File: src/rtl/serial_pkg.sv
// Shared definitions for the serial datapath blocks: FSM state encoding and
// the default parallel word width.
package serial_pkg;

    localparam int SERIAL_WIDTH_DEFAULT = 8;

    typedef enum logic [0:0] {
        S_IDLE  = 1'b0,
        S_SHIFT = 1'b1
    } state_t;

endpackage : serial_pkg

File: src/rtl/piso_serializer.sv
// Parallel-in serial-out serializer with a one-word pending buffer so that
// consecutive words stream with no idle cycle between them.
module piso_serializer
    import serial_pkg::*;
#(
    parameter int WIDTH     = SERIAL_WIDTH_DEFAULT,
    parameter bit MSB_FIRST = 1'b1
) (
    input  logic             clk_i,
    input  logic             rst_i,
    input  logic [WIDTH-1:0] data_i,
    input  logic             valid_i,
    output logic             ready_o,
    output logic             data_o,
    output logic             data_vld_o,
    output logic             word_done_o,
    output logic             busy_o
);

    localparam int            CW       = (WIDTH > 1) ? $clog2(WIDTH) : 1;
    localparam logic [CW-1:0] LAST_IDX = CW'(WIDTH - 1);

    state_t           state_q, state_d;
    logic [WIDTH-1:0] shreg_q, shreg_d;
    logic [WIDTH-1:0] pend_q, pend_d;
    logic             pend_vld_q, pend_vld_d;
    logic [CW-1:0]    cnt_q, cnt_d;
    logic             data_q, data_d;
    logic             vld_q, vld_d;
    logic             done_q, done_d;
    logic             accept;

    // Move the shift register one position toward its output end.
    function automatic logic [WIDTH-1:0] shift_one(input logic [WIDTH-1:0] v);
        if (MSB_FIRST) begin
            return {v[WIDTH-2:0], 1'b0};
        end
        return {1'b0, v[WIDTH-1:1]};
    endfunction

    // Bit sitting at the output end of the shift register.
    function automatic logic head_bit(input logic [WIDTH-1:0] v);
        return MSB_FIRST ? v[WIDTH-1] : v[0];
    endfunction

    // Ready only depends on the pending buffer, never on valid_i.
    assign ready_o = ~pend_vld_q;
    assign accept  = valid_i & ~pend_vld_q;
    assign busy_o  = (state_q == S_SHIFT) | pend_vld_q;

    // Next-state, datapath and registered-output computation.
    always_comb begin
        state_d    = state_q;
        shreg_d    = shreg_q;
        pend_d     = pend_q;
        pend_vld_d = pend_vld_q;
        cnt_d      = cnt_q;
        case (state_q)
            S_IDLE: begin
                if (accept) begin
                    shreg_d = data_i;
                    cnt_d   = '0;
                    state_d = S_SHIFT;
                end
            end
            S_SHIFT: begin
                if (cnt_q == LAST_IDX) begin
                    // Last bit goes out now; chain the next word straight in.
                    cnt_d = '0;
                    if (pend_vld_q) begin
                        shreg_d    = pend_q;
                        pend_vld_d = 1'b0;
                    end else if (accept) begin
                        shreg_d = data_i;
                    end else begin
                        state_d = S_IDLE;
                    end
                end else begin
                    shreg_d = shift_one(shreg_q);
                    cnt_d   = cnt_q + CW'(1);
                    if (accept) begin
                        pend_d     = data_i;
                        pend_vld_d = 1'b1;
                    end
                end
            end
            default: begin
                state_d = S_IDLE;
            end
        endcase

        // Outputs are derived from the next state so they register in step
        // with the bit the shift register will present.
        vld_d  = (state_d == S_SHIFT);
        data_d = vld_d ? head_bit(shreg_d) : 1'b0;
        done_d = vld_d && (cnt_d == LAST_IDX);
    end

    // State, datapath and output registers with synchronous reset.
    always_ff @(posedge clk_i) begin
        if (rst_i) begin
            state_q    <= S_IDLE;
            shreg_q    <= '0;
            pend_q     <= '0;
            pend_vld_q <= 1'b0;
            cnt_q      <= '0;
            data_q     <= 1'b0;
            vld_q      <= 1'b0;
            done_q     <= 1'b0;
        end else begin
            state_q    <= state_d;
            shreg_q    <= shreg_d;
            pend_q     <= pend_d;
            pend_vld_q <= pend_vld_d;
            cnt_q      <= cnt_d;
            data_q     <= data_d;
            vld_q      <= vld_d;
            done_q     <= done_d;
        end
    end

    assign data_o      = data_q;
    assign data_vld_o  = vld_q;
    assign word_done_o = done_q;

endmodule : piso_serializer

File: config.mk
export PLATFORM = sky130hd
export DESIGN_NAME = piso_serializer
export DESIGN_NICKNAME = d
export VERILOG_FILES = /design/src/rtl/serial_pkg.sv /design/src/rtl/piso_serializer.sv
export SDC_FILE = /design/constraint.sdc
export NUM_CORES = 1
export LEC_CHECK = 0
export CAP_MARGIN = 20
export CORE_MARGIN = 1.5
export CORE_UTILIZATION = 32
export DETAILED_ROUTE_END_ITERATION = 16
export DONT_BUFFER_PORTS = 1
export SYNTH_ARGS = -nofsm -noshare
export SYNTH_HDL_FRONTEND = slang
export SYNTH_SLANG_ARGS = --single-unit
File: constraint.sdc
create_clock -name clk_i -period 2.9 [get_ports clk_i]
set_clock_uncertainty 0.15 [all_clocks]
set_input_delay 0.87 -clock clk_i [delete_from_list [all_inputs] [get_ports clk_i]]
set_output_delay 0.87 -clock clk_i [all_outputs]
set_load 0.05 [all_outputs]
# Word-level counts from Yosys, hierarchy flattened
# Index checks and enable logic that the tools add are counted.
dict set report totals {
  reg_bits 23
  wordCells 37
  inputBits 11
  out_inout_bits 5
}
dict set report op_classes {
  addsub 1
  n_eq_ne 2
  bitwise_logic 6
  n_reduce_logical 5
  mux 16
}
# operator count
set ops {}
lappend ops {{8-bit two-way mux} 4}
lappend ops {{8-bit case mux with 2 select lines} 1}
lappend ops {{1-bit two-way mux} 7}
lappend ops {{3-bit equality test (second input constant)} 2}
lappend ops {{3-bit two-way mux} 2}
lappend ops {{3-bit case mux with 2 select lines} 1}
lappend ops {{1-bit inverter} 4}
lappend ops {{3-bit by 1-bit adder with 3-bit output (second input constant)} 1}
lappend ops {{3-bit AND reduction} 1}
lappend ops {{1-bit case mux with 2 select lines} 1}
lappend ops {{2-bit AND reduction} 1}
lappend ops {{2-bit nonzero test} 1}
lappend ops {{2-bit OR reduction} 1}
lappend ops {{1-bit bitwise AND} 1}
lappend ops {{1-bit logical AND} 1}
lappend ops {{1-bit bitwise OR} 1}

# Depth between registers and ports, before layout
# Gate-level depths: netlist (run 1).
dict set report logic_depth {
  word_depth 8
  mapped_depth 7
  mapped_depth_nobuf 5
}

# Worst setup path before layout (run 1)
# OpenSTA, ideal clock, no wires.
dict set report synth_timing {
  path_type {flip-flop to output port}
  startpoint {reg, netlist name data_vld_o}
  endpoint {out busy_o}
  slack_ps 668
  required_ps 1880
  n_path_buf 1
  stages_incl_launch_ff 3
  arrival_time_ps 1212
  path_cell_list {dfxtp_1 > buf_2 > or2_2}
}
# element line_no
set synth_lines {}
lappend synth_lines {{to (decl)} piso_serializer.sv:17} ;# output logic busy_o

# Worst setup path after layout (run 1)
dict set report layout_timing {
  startpoint {reg pend_vld_q}
  endpoint {out ready_o}
}
dict set report layout_via {
  elab_chain_cells 1
}
# element line_no
set layout_rtl {}
lappend layout_rtl {{from (decl)} piso_serializer.sv:26} ;# logic pend_vld_q, pend_vld_d;
lappend layout_rtl {{from (signal assigned)} piso_serializer.sv:114} ;# pend_vld_q <= pend_vld_d;
lappend layout_rtl {{1-bit inverter} piso_serializer.sv:47} ;# assign ready_o = ~pend_vld_q;
lappend layout_rtl {{to (decl)} piso_serializer.sv:13} ;# output logic ready_o,
# Every way passes these cells.

==> Flow_metrics.wiki, run 1 <==
{| class="wikitable"
! Metric !! Value
|-
| Starting utilization of the core area || 0.339
|-
| Category of the worst setup path capture point || output port
|-
| Post-route standard cell area excluding fillers || 0.00108 sq mm
|-
| Synth Register Bits || 22
|-
| Number of clock sinks seen by CTS || 22
|-
| Cell type group with the largest total delay on the critical path || buffers and inverters
|-
| Aggregate routed wire length || 2.02 mm
|-
| Outcome || completed
|-
| Worst-path maximum fanout || 9
|-
| Die Footprint || ~0.0036 sq mm
|-
| Placement Setup Slack || 0.849 ns
|-
| Net Switching || ~0.00017 W
|-
| First-pass iteration count of the detailed router || 3
|-
| Net Sw Frac || 0.252
|-
| Startpoint types || flip-flop
|-
| Post-Syn Instances || 107
|-
| Unique cell type count in the Yosys netlist || 28
|-
| Vias in the first global route || 751
|-
| Total CTS buffers || 3
|-
| Leakage || 0.385 nW
|-
| Share of total power in sequential cells || 0.517
|-
| Starting DRT DRC Count || 10
|-
| Clock input transition at the sequential cells of the worst setup and hold paths || 0.13 ns
|-
| Cts-stage hold buffer count || 0
|-
| Core Footprint || between 0.003 and 0.004 sq mm
|-
| Setup-violating endpoint count in the final report || 0
|-
| Root buffer cell || clkbuf_4
|-
| Total power per unit cell area || approximately 610 mW/mm^2
|-
| Post-synth design cell area || 0.00104 sq mm
|-
| Share of the yosys chip area belonging to registers || 0.425
|-
| Pin count of the biggest net entering global routing || 22
|-
| TritonCTS clock tree || built
|-
| Skew-Pair Late Insertion Delay || between 0.3 and 0.4 ns
|-
| Crit path cell chain || clkinv_1
|-
| Worst setup path category || flip-flop to output port
|-
| Library cell with the largest summed area after synthesis || dfxtp_1
|-
| Total number of vias || 764
|-
| Fin Setup TNS || 0 ns
|-
| DRC violations left || 0
|-
| Path type of the worst min-delay path || flip-flop to flip-flop
|-
| Fraction of final layout cells with drive strength greater than 1 || 0.0971
|-
| Fraction of power consumed by the clock network || 0.361
|-
| Slew at the pin closest to its max-slew limit || between 0.6 and 0.7 ns
|-
| Post-CTS setup repair buffer count || 0
|-
| Share of the clock period used by the worst path after layout || 0.829
|-
| Final HPWL from detailed placement || 1.36 mm
|-
| Number of hold violations in the final report || 0
|-
| Final setup slack of the worst path || 0.497 ns
|-
| I/O pin count || 16
|-
| Filler-free cell count of the finished design || approximately 150
|-
| Via count normalized by instance count || 5.20
|-
| Number of nets in the layout || 117
|-
| Share of synthesized registers carrying an async set or reset || 0
|-
| Filler Cells Inserted || between 300 and 400
|-
| Global route total overflow || 0
|-
| Placed Cells incl. Taps || 143
|-
| Commonest cells post-synth || dfxtp_1, a21oi_1, nand2_1
|-
| Die Height || 59.9 um
|-
| Buffering stage count on the worst path with inverters included || 1
|-
| Number of antenna violations at the first check in global routing || 0
|-
| Residual antenna-violating net count after detailed routing || 0
|-
| Number of synthesized flops with an enable pin || 0
|-
| # resized after CTS || 0
|-
| Per-instance average area after synthesis || around 9.7 sq um
|-
| Antenna cells || 0
|-
| Largest vdd supply drop || between 0.0003 and 0.0004 V
|-
| Maximum cell stage delay along the critical path || roughly 0.57 ns
|-
| Share of power burned in combinational logic || 0.122
|-
| Post-synth top area share || 0.425
|-
| Final RePlAce weighted congestion || 0.707
|-
| Main flop type after synthesis || dfxtp_1
|-
| Most common cell in the synthesized netlist || dfxtp_1
|-
| Placed Area || 0.00103 sq mm
|-
| Routed length per placed instance || 13.7 um
|-
| First-pass GRT wire length || ~3.5 mm
|-
| Worst EP arrival || 1.38 ns
|-
| WP data required || 1.88 ns
|-
| Maximum capacitance violations || 0
|-
| Maximum level of the CTS H-tree || 1
|-
| Warnings from Yosys || 0
|-
| Die W || 59.9 um
|-
| Row Count || 20
|-
| Post-route minimum period || 2.40 ns
|-
| Final standard cell utilization of the core || 0.355
|-
| Slowest-stage cell, CP || clkinv_1
|-
| Number of buffer cells added on primary ports || 0
|-
| RSZ-0062 raised after global routing || false
|-
| Synth Net Count || 120
|-
| Main area contributors after synthesis || dfxtp_1, mux2i_1, a211oi_1
|-
| Global-route usage over all layers || 0.127
|-
| Total count of max-transition violations in the final report || 0
|-
| Max frequency || roughly 420 MHz
|-
| Clock tree buffer depth || 2
|-
| Int Power || 0.000493 W
|-
| Layout overhead on the synthesized area || 4.59%
|-
| Worst max-slew margin expressed relative to the limit || 0.545
|}
[worst paths after layout]
kind	from	to	slack (ns)	cells after the start
max	pend_vld_q	ready_o	0.50	1
min	pend_q[2]	pend_q[2]	0.33	2
max reg2reg	cnt_q[1]	shreg_q[3]	0.84	5
min reg2reg	pend_q[2]	pend_q[2]	0.33	2
[logic make-up (layout without fill, tap and decap cells)]
logic type               Yosys count  count (layout)  synth area share
flip-flops                        22              22             0.425
AO/OA/AOI/OAI                     40              40             0.266
buffers and inverters             12               8            0.0761
AND/OR/NAND/NOR                   24              24             0.141
multiplexers                       7               7            0.0676
adder cells (fa/ha/maj)            2               2            0.0242
[stage by stage]
step,hold WS (ns),total power (W)
2_1_floorplan,0.300,0.000427
3_3_place_gp,0.308,0.000427
3_5_place_dp,0.313,0.000428
4_1_cts,0.331,0.000664
5_1_grt,0.353,0.000688
6_report,0.328,0.000659
[cells in the final DEF (no fill, tap or decap), drive strengths merged]
master / n
a211oi: 9
ha: 2
nand2b: 3
nand2: 12
dfxtp: 22
mux2i: 7
nor2: 1
a2bb2oi: 1
buf: 1
a2111oi: 1
or2b: 1
nand3b: 2
a21oi: 13
inv: 2
nor2b: 2
o32ai: 6
o221ai: 1
o21ai: 9
clkbuf: 3
or2: 1
bufinv: 1
and4bb: 1
clkinv: 1
nand3: 1
[flip-flops by register name, summed over array words and instances (netlist names)]
register,flops
cnt_q,3
pend_vld_q,1
data_vld_o,1
data_o,1
pend_q,8
word_done_o,1
shreg_q,7
[metal layers]
layer,vias to the layer above,GRT usage,part of all wire
li1,387,-,-
met1,358,0.169,0.48
met2,17,0.191,0.44
met3,2,0.0541,0.067
met4,0,0.0286,0.0050
met5,-,0,0
[area by class of cell]
type	count	area (sq um)	share of cell area
clock inverter	1	30.0	0.0277
timing repair buffer	1	7.51	0.00693
inverter	3	11.3	0.0104
clock buffer	3	22.5	0.0208
multi-input combinational	73	517	0.477
tap	44	55.1	0.0508
sequential	22	440	0.406
[power groups by stage]
stage | clock network (W) | registers (W) | logic (W)
6_report | 0.000238 | 0.000341 | 0.0000807
2_1_floorplan | 0 | 0.000343 | 0.0000834
4_1_cts | 0.000243 | 0.000340 | 0.0000813
3_5_place_dp | 0 | 0.000347 | 0.0000809
5_1_grt | 0.000257 | 0.000344 | 0.0000883
3_3_place_gp | 0 | 0.000347 | 0.0000799
Note: power is estimated with default switching activity, not from simulation.
==> run 2: changes to the inputs <==
Clock period 2.9 ns to 2.29 ns, I/O delays scaled along.
==> run 2 against run 1 <==
  * Register-to-register slack worse by 0.25 ns
  * Combinational power grew 40%
  * Total power increased by 8.3%
  * Die area unchanged
  * Highest routed layer unchanged
==> Flow_metrics.wiki, run 2 (synthesis results as in run 1) <==
{| class="wikitable"
! Metric !! Value
|-
| Maximum capacitance violations || 0
|-
| Share of the clock period used by the worst path after layout || 0.873
|-
| Post-route minimum period || 2.00 ns
|-
| Register-to-Register Path Depth || 6
|-
| Number of clock sinks seen by CTS || 22
|-
| First-pass GRT wire length || 3.56 mm
|-
| Worst max-slew margin expressed relative to the limit || 0.686
|-
| Root buffer cell || clkbuf_4
|-
| Aggregate routed wire length || 2.07 mm
|-
| Net Sw Frac || 0.281
|-
| Number of flip-flops under the largest register name || 8
|-
| Crit path cell chain || or2_2
|-
| Slew at the pin closest to its max-slew limit || 0.470 ns
|-
| Layout overhead on the synthesized area || 3.86%
|-
| Share of power burned in combinational logic || 0.158
|-
| Setup-violating endpoint count in the final report || 0
|-
| WP data required || 1.45 ns
|-
| Core Footprint || 0.00305 sq mm
|-
| RSZ-0062 raised after global routing || false
|-
| Maximum level of the CTS H-tree || 1
|-
| TritonCTS clock tree || built
|-
| Fraction of power consumed by the clock network || 0.243
|-
| Worst-path maximum fanout || 9
|-
| Net Switching || 0.000200 W
|-
| Pin count of the biggest net entering global routing || 22
|-
| Buffering stage count on the worst path with inverters included || 0
|-
| Starting DRT DRC Count || 34
|-
| Met1 capacity usage during global routing || 0.177
|-
| Die W || 59.9 um
|-
| Total number of vias || 779
|-
| Outcome || completed
|-
| Final RePlAce weighted congestion || 0.772
|-
| Slowest-stage cell, CP || or2_2
|-
| Commonest cells after routing, fill and taps aside || dfxtp_1, a21oi_1, nand2_1
|-
| Number of antenna violations at the first check in global routing || 0
|-
| Starting utilization of the core area || 0.339
|-
| Number of hold violations in the final report || 0
|-
| Clock tree buffer depth || 2
|-
| Most utilized layer in the global route result || met2
|-
| Antenna cells || 0
|-
| Registers with the most flip-flops || pend_q (8), shreg_q (7), cnt_q (3)
|-
| Largest vdd supply drop || 0.000389 V
|-
| Via count normalized by instance count || 5.23
|-
| Skew-Pair Late Insertion Delay || 0.31 ns
|-
| GRT met3 Usage || 0.0563
|-
| Fin Setup TNS || 0 ns
|-
| Die Footprint || 0.00359 sq mm
|-
| Routed length per placed instance || 13.9 um
|-
| Maximum cell stage delay along the critical path || between 0.4 and 0.5 ns
|-
| Number of nets in the layout || 120
|-
| Worst EP arrival || 1.16 ns
|-
| GR met2 Demand/Resource || 0.197
|-
| DRC violations left || 0
|-
| I/O pin count || 16
|-
| Minimum hold slack || 0.276 ns
|-
| Clock input transition at the sequential cells of the worst setup and hold paths || roughly 0.12 ns
|-
| Category of the worst setup path capture point || output port
|-
| Worst setup path category || flip-flop to output port
|-
| Worst Hold Path Cells || 1
|-
| Leakage || 0.385 nW
|-
| Int Power || 0.000513 W
|-
| Vias in the first global route || 741
|-
| Cts-stage hold buffer count || 0
|-
| Number of buffer cells added on primary ports || 0
|-
| Fraction of final layout cells with drive strength greater than 1 || 0.114
|-
| Share of total power in sequential cells || 0.599
|-
| Top reg by flops || pend_q
|-
| Critical path depth in cells || 1
|-
| Residual antenna-violating net count after detailed routing || 0
|-
| Startpoint types || flip-flop
|-
| Path type of the worst min-delay path || input pin to flip-flop
|-
| Cell type group with the largest total delay on the critical path || simple AND/OR/NAND/NOR gates
|-
| Final HPWL from detailed placement || approximately 1.4 mm
|-
| Post-CTS setup repair buffer count || 0
|-
| # resized after CTS || 0
|-
| Global-route usage over all layers || 0.132
|-
| Total power per unit cell area || 663 mW/mm^2
|-
| Max frequency || 500 MHz
|-
| Commonest non-fill, non-tap cell in the layout || dfxtp_1
|-
| Row Count || 20
|-
| Die Height || about 60 um
|-
| Total count of max-transition violations in the final report || 0
|-
| First-pass iteration count of the detailed router || 4
|-
| Global route total overflow || 0
|-
| Total CTS buffers || 3
|}
==> run 2: cell count changes in the layout (fill, tap and decap cells not counted) <==
| cell | before | now |
|---|---|---|
| buf_4 | 1 | 4 |
| bufinv_16 | 1 | 0 |
==> run 2: final timing paths <==
kind | end | from | slack (ns)
worst max-delay path | busy_o | pend_vld_q | 0.29
worst min-delay path | pend_q[0] | rst_i | 0.28
worst max register to register | shreg_q[6] | cnt_q[1] | 0.59
worst min register to register | pend_q[7] | pend_q[7] | 0.33
==> run 2: power groups by stage <==
stage	combinational [W]	sequential (W)	clock, W
2_1_floorplan	0.000106	0.000435	0
3_3_place_gp	0.000111	0.000435	0
3_5_place_dp	0.000113	0.000436	0
4_1_cts	0.000113	0.000427	0.000182
5_1_grt	0.000123	0.000431	0.000204
6_report	0.000113	0.000427	0.000174
==> run 2: per-layer routing <==
| metal | wire, um | up-vias |
|---|---|---|
| met3 | 147 | 2 |
| li1 | - | 388 |
| met5 | 0 | - |
| met2 | 920 | 20 |
| met1 | 993 | 369 |
| met4 | 10 | 0 |
==> run 2: metrics by stage <==
| step | cell area [sq um] | cells | util | setup slack (ns) | total power [W] |
|---|---|---|---|---|---|
| finish | 1080 | 149 | 0.352 | 0.290 | 0.000713 |
| global route | 1080 | 149 | 0.352 | 0.222 | 0.000759 |
| CTS | 1080 | 149 | 0.352 | 0.278 | 0.000722 |
| detailed placement | 1050 | 146 | 0.345 | 0.610 | 0.000549 |
| global placement | 1050 | 146 | 0.345 | 0.650 | 0.000546 |
| floorplan | 1040 | 107 | - | 0.241 | 0.000541 |
==> run 2: layout make-up <==
cell class,count,area [sq um]
Sequential cell,22,440
Timing Repair Buffer,4,30.0
Multi-Input combinational cell,73,517
Clock buffer,3,22.5
Fill cell,324,1980
Tap cell,44,55.1
Inverter,3,11.3
==> run 3: changes to the inputs <==
--- a/config.mk
+++ b/config.mk
@@ -9,6 +9,8 @@
 export CORE_MARGIN = 1.5
 export CORE_UTILIZATION = 32
+export CTS_BUF_LIST = sky130_fd_sc_hd__clkbuf_4
 export DETAILED_ROUTE_END_ITERATION = 16
 export DONT_BUFFER_PORTS = 1
+export HOLD_SLACK_MARGIN = 0.06
 export SYNTH_ARGS = -nofsm -noshare
 export SYNTH_HDL_FRONTEND = slang
==> constraint.sdc (replaced) <==
create_clock -name clk_i -period 2.29 [get_ports clk_i]
set_clock_uncertainty 0.15 [all_clocks]
set_input_delay 0.229 -clock clk_i [delete_from_list [all_inputs] [get_ports clk_i]]
set_output_delay 0.229 -clock clk_i [all_outputs]
set_load 0.05 [all_outputs]
==> run 3 against run 2 <==
  * Worst hold slack lost 0.18 ns
  * Global-route usage grew 0.87 points
  * Worst setup slack gained 0.16 ns
  * Largest cell class unchanged
  * Clock power grew 2%
  * Non-clock buffer count grew 11
  * Clock-buffer cell count is the same
  * Sequential share of layout area shrank 3.7 points
  * Cell area grew 10%
==> Flow_metrics.wiki, run 3 (synthesis results as in run 1) <==
{| class="wikitable"
! Metric !! Value
|-
| I/O pin count || 16
|-
| Int Power || between 0.0005 and 0.0006 W
|-
| Share of the clock period used by the worst path after layout || 0.804
|-
| Buffering stage count on the worst path with inverters included || 2
|-
| Aggregate routed wire length || 2.30 mm
|-
| Slowest-stage cell, CP || dfxtp_1
|-
| Share of power burned in combinational logic || 0.184
|-
| Clock input transition at the sequential cells of the worst setup and hold paths || 0.12 ns
|-
| Worst max-slew margin expressed relative to the limit || 0.443
|-
| TritonCTS clock tree || built
|-
| Final setup slack of the worst path || 0.448 ns
|-
| Post-CTS setup repair buffer count || 0
|-
| Number of hold violations in the final report || 0
|-
| Number of flip-flops under the largest register name || 8
|-
| Net Switching || 0.000218 W
|-
| Filler-free cell count of the finished design || 160
|-
| Die Footprint || 0.00359 sq mm
|-
| Final standard cell utilization of the core || 0.388
|-
| Leakage || 0.431 nW
|-
| First-pass iteration count of the detailed router || 4
|-
| Commonest non-fill, non-tap cell in the layout || dfxtp_1
|-
| Clock tree buffer depth || 2
|-
| Placed Cells incl. Taps || 147
|-
| Path type of the worst min-delay path || input pin to flip-flop
|-
| Crit. Startpoint || pend_vld_q
|-
| Antenna cells || 0
|-
| Cts-stage hold buffer count || 10
|-
| Startpoint types || flip-flop
|-
| Net Sw Frac || 0.293
|-
| Number of buffer cells added on primary ports || 0
|-
| Starting utilization of the core area || 0.339
|-
| Critical hold path startpoint || valid_i
|-
| Global-route usage over all layers || 0.141
|-
| Vias in the first global route || 818
|-
| Worst-path maximum fanout || 9
|-
| Fin Setup TNS || 0 ns
|-
| Final HPWL from detailed placement || 1.50 mm
|-
| Starting DRT DRC Count || 10
|-
| Category of the worst setup path capture point || output port
|-
| Fraction of power consumed by the clock network || 0.238
|-
| Share of total power in sequential cells || 0.578
|-
| RSZ-0062 raised after global routing || false
|-
| Residual antenna-violating net count after detailed routing || 0
|-
| Total power per unit cell area || 629 mW/mm^2
|-
| Routed length per placed instance || roughly 14 um
|-
| First-pass GRT wire length || 3.82 mm
|-
| Cell type group with the largest total delay on the critical path || buffers and inverters
|-
| Total CTS buffers || 3
|-
| Maximum level of the CTS H-tree || 1
|-
| Slew at the pin closest to its max-slew limit || 0.832 ns
|-
| Worst setup path category || flip-flop to output port
|-
| Number of antenna violations at the first check in global routing || 0
|-
| WP data required || 1.91 ns
|-
| Registers with the most flip-flops || pend_q (8), shreg_q (7), cnt_q (3)
|-
| Maximum capacitance violations || 0
|-
| Die W || 59.9 um
|-
| Largest vdd supply drop || 0.000338 V
|-
| Skew-Pair Late Insertion Delay || 0.31 ns
|-
| Placement Setup Slack || 0.660 ns
|-
| Global route total overflow || 0
|-
| Setup-violating endpoint count in the final report || 0
|-
| Filler Cells Inserted || 319
|-
| Outcome || completed
|-
| Row Count || 20
|-
| DRC violations left || 0
|-
| Worst EP arrival || 1.46 ns
|-
| Root buffer cell || clkbuf_4
|-
| Fraction of final layout cells with drive strength greater than 1 || 0.112
|-
| Die Height || 59.9 um
|-
| Crit path cell chain || clkinv_1 -> buf_4
|-
| Startpoint of the worst-slack reg-to-reg timing path || cnt_q[0]
|-
| Total number of vias || around 850
|-
| Area of all sequential standard cells || 440 sq um
|-
| Pin count of the biggest net entering global routing || 22
|-
| Post-route minimum period || 1.84 ns
|-
| Top reg by flops || pend_q
|-
| Total count of max-transition violations in the final report || 0
|-
| Commonest cells after routing, fill and taps aside || dfxtp_1, a21oi_1, nand2_1
|-
| Area of the multi-input gates || ~520 sq um
|-
| # resized after CTS || 0
|-
| Layout overhead on the synthesized area || 14.3%
|-
| Final Power || between 0.0007 and 0.0008 W
|-
| Final RePlAce weighted congestion || 0.733
|-
| Maximum cell stage delay along the critical path || 0.52 ns
|-
| Via count normalized by instance count || roughly 5.3
|-
| Number of clock sinks seen by CTS || 22
|-
| Core Footprint || 0.00305 sq mm
|-
| Number of nets in the layout || 131
|-
| Max frequency || 543 MHz
|}
==> run 3: power groups by stage <==
| stage | Sequential, W | Clock, W | Combinational [W] |
|---|---|---|---|
| after global routing | 0.000433 | 0.000202 | 0.000148 |
| final | 0.000430 | 0.000178 | 0.000137 |
| after global placement | 0.000437 | 0 | 0.000111 |
| after floorplan | 0.000435 | 0 | 0.000106 |
| after CTS | 0.000429 | 0.000190 | 0.000136 |
| after detailed placement | 0.000438 | 0 | 0.000114 |
==> run 3: area by class of cell <==
| cell class | instances | share of cell area |
|---|---|---|
| multi-input combinational | 73 | 0.437 |
| inverter | 3 | 0.00951 |
| tap | 44 | 0.0465 |
| sequential | 22 | 0.372 |
| clock buffer | 3 | 0.0190 |
| timing repair buffer | 15 | 0.116 |
==> run 3: per-layer routing <==
metal | vias up | global-route usage | part of all wire
li1 | 413 | - | -
met1 | 410 | 0.191 | 0.47
met2 | 17 | 0.214 | 0.47
met3 | 5 | 0.0455 | 0.051
met4 | 0 | 0.0381 | 0.011
met5 | - | 0 | 0
==> run 3: path summary, 6_finish.rpt <==
path                end  slack (ns)  cells past startpoint
max             ready_o        0.45                      2
min          data_vld_o        0.09                      2
max reg2reg   pend_q[3]        0.59                      6
min reg2reg   pend_q[2]        0.33                      2
==> run 3: worst reg2reg max path, stage by stage, from the launching register on <==
cell and delay, ns:
dfxtp_1 0.35, ha_1 0.20, ha_1 0.22, nand2b_1 0.17
buf_4 0.18, o21ai_0 0.18, a21oi_1 0.09
==> run 3: per-stage QoR <==
stage / hold slack (ns) / instance area, sq um
after floorplan: 0.215 / 1040
after global placement: 0.150 / 1060
after detailed placement: 0.149 / 1060
after CTS: 0.0774 / 1180
after global routing: 0.114 / 1180
final: 0.0948 / 1180
